[config.mk]
export PLATFORM = sky130hd
export DESIGN_NAME = id_ex_stage
export DESIGN_NICKNAME = d
export VERILOG_FILES = /design/src/rtl/id_ex_stage.sv
export SDC_FILE = /design/constraint.sdc
export NUM_CORES = 1
export LEC_CHECK = 0
export BUFFER_PORTS_ARGS = -buffer_cell sky130_fd_sc_hd__buf_4
export CAP_MARGIN = 20
export CORE_MARGIN = 2
export CORE_UTILIZATION = 50
export DETAILED_ROUTE_END_ITERATION = 8
export GPL_TIMING_DRIVEN = 0
export PLACE_DENSITY = 0.84
export SETUP_SLACK_MARGIN = 0.15
export SYNTH_ARGS = -nofsm -noshare
export SYNTH_HDL_FRONTEND = slang
export SYNTH_SLANG_ARGS = --single-unit
[constraint.sdc]
create_clock -name clk -period 2.8 [get_ports clk]
set_input_delay 0.28 -clock clk [delete_from_list [all_inputs] [get_ports clk]]
set_output_delay 0.28 -clock clk [all_outputs]
set_load 0.1 [all_outputs]
[src/rtl/id_ex_stage.sv]
// id_ex_stage: ID/EX pipeline register with operand forwarding, load-use hazard bubbles and bubble counting
module id_ex_stage #(
   parameter int DATA_W = 16,
   parameter int OP_W = 4,
   parameter int REG_W = 4,
   parameter logic [REG_W-1:0] NOREG = 4'hF,
   parameter logic [OP_W-1:0] OP_NOP = 4'hE
) (
   input  logic clk,
   input  logic rst,
   input  logic stall,
   input  logic flush,
   input  logic [DATA_W-1:0] id_a,
   input  logic [DATA_W-1:0] id_b,
   input  logic [REG_W-1:0] id_rs_a,
   input  logic [REG_W-1:0] id_rs_b,
   input  logic [OP_W-1:0] id_op,
   input  logic [REG_W-1:0] id_wreg,
   input  logic id_we,
   input  logic id_mem_rd,
   input  logic id_mem_wr,
   input  logic [REG_W-1:0] exmem_wreg,
   input  logic exmem_we,
   input  logic [DATA_W-1:0] exmem_data,
   input  logic [REG_W-1:0] memwb_wreg,
   input  logic memwb_we,
   input  logic [DATA_W-1:0] memwb_data,
   output logic [DATA_W-1:0] alu_a,
   output logic [DATA_W-1:0] alu_b,
   output logic [OP_W-1:0] alu_op,
   output logic [REG_W-1:0] ex_wreg,
   output logic ex_we,
   output logic ex_mem_rd,
   output logic ex_mem_wr,
   output logic [DATA_W-1:0] ex_store_data,
   output logic stall_req,
   output logic [15:0] bubble_cnt
);
   logic [DATA_W-1:0] a_q, b_q;
   logic [REG_W-1:0] rs_a_q, rs_b_q, wreg_q;
   logic [OP_W-1:0] op_q;
   logic we_q, mem_rd_q, mem_wr_q;
   logic bubble, counted;

   // a load in EX whose destination feeds either ID source must wait one cycle
   always_comb begin
      stall_req = mem_rd_q && wreg_q != NOREG && (id_rs_a == wreg_q || id_rs_b == wreg_q);
      counted = flush || (!stall && stall_req);
      bubble = !rst || counted;
   end

   // pipeline register: reset/flush/hazard load a bubble, stall holds, otherwise capture ID
   always_ff @(posedge clk) begin
      if (bubble) begin
         a_q <= '0;
         b_q <= '0;
         rs_a_q <= NOREG;
         rs_b_q <= NOREG;
         op_q <= OP_NOP;
         wreg_q <= NOREG;
         we_q <= 1'b0;
         mem_rd_q <= 1'b0;
         mem_wr_q <= 1'b0;
      end else if (!stall) begin
         a_q <= id_a;
         b_q <= id_b;
         rs_a_q <= id_rs_a;
         rs_b_q <= id_rs_b;
         op_q <= id_op;
         wreg_q <= id_wreg;
         we_q <= id_we;
         mem_rd_q <= id_mem_rd;
         mem_wr_q <= id_mem_wr;
      end
   end

   // count only flush- and hazard-induced bubbles, wrapping naturally
   always_ff @(posedge clk) begin
      if (!rst) bubble_cnt <= '0;
      else if (counted) bubble_cnt <= bubble_cnt + 16'd1;
   end

   // forwarding: EX/MEM result beats MEM/WB, immediates (NOREG) never forward
   always_comb begin
      alu_a = (rs_a_q != NOREG && exmem_we && exmem_wreg == rs_a_q) ? exmem_data :
              (rs_a_q != NOREG && memwb_we && memwb_wreg == rs_a_q) ? memwb_data : a_q;
      alu_b = (rs_b_q != NOREG && exmem_we && exmem_wreg == rs_b_q) ? exmem_data :
              (rs_b_q != NOREG && memwb_we && memwb_wreg == rs_b_q) ? memwb_data : b_q;
      ex_store_data = alu_b;
      alu_op = op_q;
      ex_wreg = wreg_q;
      ex_we = we_q;
      ex_mem_rd = mem_rd_q;
      ex_mem_wr = mem_wr_q;
   end
endmodule
== Yosys cells after proc, flatten, opt, wreduce, memory -nomap -nowiden ==
Index checks and enable logic that the tools add are counted.

* Word-level logic and storage cells: 40
* Register bits after elaboration: 67
* Output and inout bits: 76
* Bits of input ports: 97

* Muxes and demuxes: 4
* Equality and inequality tests: 9
* Add/subtract/negate cells: 1
* Reductions and logical operators: 16

{| class="wikitable"
|+ Operator list
! cell !! count
|-
| 16-bit two-way mux || 4
|-
| 4-bit equality test || 6
|-
| 16-bit by 1-bit adder with 16-bit output (second input constant) || 1
|-
| 4-bit != test (second input constant) || 3
|-
| 1-bit logical AND || 11
|-
| 1-bit logical OR || 3
|-
| 1-bit zero test || 2
|}

== Logic depth before layout (Yosys ltp) ==
* Depth after elaboration: 6
* Gate-level depth with buffers: 8
* Mapped depth without buffers: 6

== Least setup slack after synthesis ==
Ideal clock, no wire load.

* Path kind: reg-to-output
* Start: reg rs_b_q[2]
* End: out ex_store_data[10]
* Required time: 2520 ps
* Path slack: -1426 ps
* Arrival time: 3946 ps
* Path buffers: 2
* Cell stages (with the launch flop): 8
* Cell sequence: dfxtp_1 -> xnor2_1 -> nand4_1 -> a21oi_4 -> buf_6 -> mux2i_1 -> o21ai_0 -> buf_4

* Word-level cells in the longest chain between the ends: 5
* Elaborated cells between the ends (all ways): 9
* Those cells by class: eq/ne (3); mux (2); reduce/logical (4)

{| class="wikitable"
|+ RTL lines
! element !! line !! text
|-
| start, declared || 40 || <nowiki>logic [REG_W-1:0] rs_a_q, rs_b_q, wreg_q;</nowiki>
|-
| start signal, assigned || 68 || <nowiki>rs_b_q <= id_rs_b;</nowiki>
|-
| 4-bit != test || 87, 88 ||
|-
| 1-bit logical AND (2 in series) || 88 || <nowiki>(rs_b_q != NOREG && memwb_we && memwb_wreg == rs_b_q) ? memwb_data : b_q;</nowiki>
|-
| 16-bit two-way mux || 88 ||
|-
| 16-bit two-way mux (*) || 87 || <nowiki>alu_b = (rs_b_q != NOREG && exmem_we && exmem_wreg == rs_b_q) ? exmem_data :</nowiki>
|-
| end, declared || 35 || <nowiki>output logic [DATA_W-1:0] ex_store_data,</nowiki>
|}

Every way passes the cells marked *; elsewhere a longest branch is shown, timed or not.

== Worst setup path in the final report ==
* Start: reg rs_a_q[3]
* End: out alu_a[13]

* Word-level cells in the longest chain between the ends: 5
* Elaborated cells between the ends (all ways): 9
* Those cells by class: eq/ne (3); mux (2); reduce/logical (4)

{| class="wikitable"
|+ RTL lines
! element !! line !! text
|-
| start, declared || 40 ||
|-
| start signal, assigned || 67 || <nowiki>rs_a_q <= id_rs_a;</nowiki>
|-
| 4-bit != test || 85, 86 ||
|-
| 1-bit logical AND (2 in series) || 86 || <nowiki>(rs_a_q != NOREG && memwb_we && memwb_wreg == rs_a_q) ? memwb_data : a_q;</nowiki>
|-
| 16-bit two-way mux || 86 ||
|-
| 16-bit two-way mux (*) || 85 || <nowiki>alu_a = (rs_a_q != NOREG && exmem_we && exmem_wreg == rs_a_q) ? exmem_data :</nowiki>
|-
| end, declared || 28 || <nowiki>output logic [DATA_W-1:0] alu_a,</nowiki>
|}

Marks and branches as above.

==> reports/results.ini <==
[status]
status=completed

[clocking]
clk_path_buf_depth=2
cts_hold_buf=0
cts_tree=built
clkLatencyLatePin_ns=0.34
cts_max_level=3
root_buffer=clkbuf_8
numCtsBuffers=9
clkSinkCount=67
path_clk_slew_ns=0.07

[critical_path]
crit_slowest_cell=dfxtp_1
cp_num_cells=7
critPathKind=flip-flop to output pin
cp_slowest_stage_delay_ns=0.44
path_buf_inv=2
arrival_ns=2.28
critPathTopFamily=buffers and inverters
setup.worst_path.start_class=flip-flop
end_kind=output pin
rr_worst_depth=8
cp_cell_sequence=nand3_1 -> and3_1 -> o21ai_1 -> clkbuf_2 -> nor2_1 -> a21oi_2 -> buf_4
critical_path_peak_fanout=10
required_ns=2.52

[grt]
grt_pass1_vias=4026
grt_pass1_wl_mm=19.6
grt-ovfl-total=0
antenna_found_initial=0
grt_max_degree=11
track_usage_pct=28.3

[logic_synthesis]
synth-compound-area-share_pct=15.2
syn-mean-instance-area_sq_um=7.88
yosys.area.top_type=dfxtp_1
ys_warn_count=0
syn-num-nets=603
synthesis.area_sq_um=3980
synthMuxAreaShare_pct=11.6
synth-xor-area-share_pct=4.40
synth_top_family_by_area=simple AND/OR/NAND/NOR gates
synth_cells=505
ys_seq_area_share_pct=33.7
synth_seq_cells=67
synth-edff-count=0
yosys.area_share.adder_pct=0.314
yosys.area_share.simple_pct=27.0
ys_types=34
ys.flop_type=dfxtp_1
yosysTopAreaCellShare_pct=33.7
async_flop_share_pct=0
synthTopCellsByArea=dfxtp_1, mux2i_1, a21oi_1

[floorplan]
die_h_um=93.2
core_sq_um=7730
start_util_pct=51.5
pin_count=173
die_area_sq_um=8690
die_w_um=93.2
row_count=32

[place]
place_area_sq_um=5530
io_buffer_count=172
dpl.hpwl_mm=9.89
gp_congestion=0.932
dp.cells=779

[timing]
fin_crit_sh_pct=91.4
min_period_ns=2.56
worst_slew_pin_slew_ns=0.576
fmax_mhz=391
slew_violations=0
hold_viol_final=0
finalSetupViolCount=0
skew_ns=0.00760
slew_headroom_pct=61.6
rsz0062_at_grt=false
fin_hold_ws_ns=0.203

[cells_and_area]
final_cell_area_sq_um=5760
layout_common_cells=buf_4, nand2_1, dfxtp_1
layout_commonest_cell=buf_4
layout.nets=790
finalNonFillerCells=798
areaGrowthSynthToFinish_pct=44.6
layout-drive-gt1-share_pct=38.5
fin_util_pct=74.5
fill_cells=571
diodes=0

[drt]
dr.pass1.iters=4
drc=0
drtIter0Drc=211
wl_mm=12.4
ant_nets=0
vias=4288
drt-vias-per-instance=5.37
wl_per_cell_um=15.6

[hold_path]
hold_path_depth=3
hold_path_class=input pin to flip-flop

[power]
p_leak_nw=2.31
irDropWorstVdd_mv=0.279
power.density_nw_per_um2=407

[run]
drv_cap=0

## logic make-up (layout without fill, tap and decap cells)
family	after synthesis	in the layout
fa+ha+maj	1	1
mux	46	46
simple gates	210	210
flops	67	67
xor+xnor	20	20
compound gates	107	107
buf+inv	54	245
## sequential cells by signal, indices dropped and copies added (netlist names)
signal	cells
alu_op	4
rs_a_q	4
ex_mem_rd	1
ex_wreg	4
a_q	16
ex_we	1
bubble_cnt	16
ex_mem_wr	1
b_q	16
rs_b_q	4
## worst paths after layout
kind,start,endpoint,slack [ns]
setup / recovery,rs_a_q[3],alu_a[13],0.24
hold / removal,id_op[3],alu_op[3],0.20
setup reg to reg,ex_wreg[2],rs_b_q[2],0.97
hold reg to reg,a_q[0],a_q[0],0.47
## routing by layer
| metal | routed length (um) | share of wire [%] | up-vias | GRT usage, % |
|---|---|---|---|---|
| met2 | 5960 | 48 | 188 | 48.8 |
| met1 | 5160 | 41 | 1973 | 34.5 |
| met5 | 0 | 0 | - | 0 |
| met3 | 943 | 7.6 | 32 | 6.61 |
| li1 | - | - | 2095 | - |
| met4 | 376 | 3.0 | 0 | 10.2 |
## metrics by stage
step | setup slack [ns] | TNS, ns | power, mW
after floorplan | -0.412 | -2.06 | 1.45
after CTS | 0.156 | 0 | 2.33
final | 0.241 | 0 | 2.34
after global routing | 0.155 | 0 | 2.42
after global placement | 0.232 | 0 | 1.65
after detailed placement | 0.195 | 0 | 1.66
## worst min-delay path, cell delays in order
cell and delay, ns:
buf_4 0.08, nor3_1 0.04, o21ai_0 0.12
## final cells by class
cell class              count  area [sq um]  area share, %
flip-flops and latches     67          1340           23.3
multi-input cells         384          2480           43.0
repair buffers            176          1330           23.0
well taps                 102           128           2.22
clock buffers              12           145           2.52
clock inverters             3          15.0          0.261
inverters                   4          15.0          0.261
plain buffers              50           308           5.35
## Yosys cell counts (4+ instances only)
library cell,number
xnor2_1,20
nand3_1,20
nand3b_1,36
buf_4,17
clkbuf_1,22
nor2_1,22
a21oi_2,7
buf_2,5
dfxtp_1,67
nand2_1,75
mux2i_1,46
nor3_1,16
o21ai_1,4
nor2b_1,14
nand4_1,7
a21oi_1,60
nand2b_1,13
o21ai_0,28
## power breakdown
part	leakage (nW)	total, mW	internal, mW	switching [mW]
clock network	0.0860	0.692	0.337	0.355
logic	1.68	0.646	0.225	0.422
registers	0.544	1.00	0.979	0.0249
## repair_timing
item / in CTS / in global routing
gates cloned: 0 / 0
endpoints found under the setup margin: 36 / 19
gates resized for setup: 6 / 11
setup buffers: 2 / 2
Power figures use the tool's default switching activity.
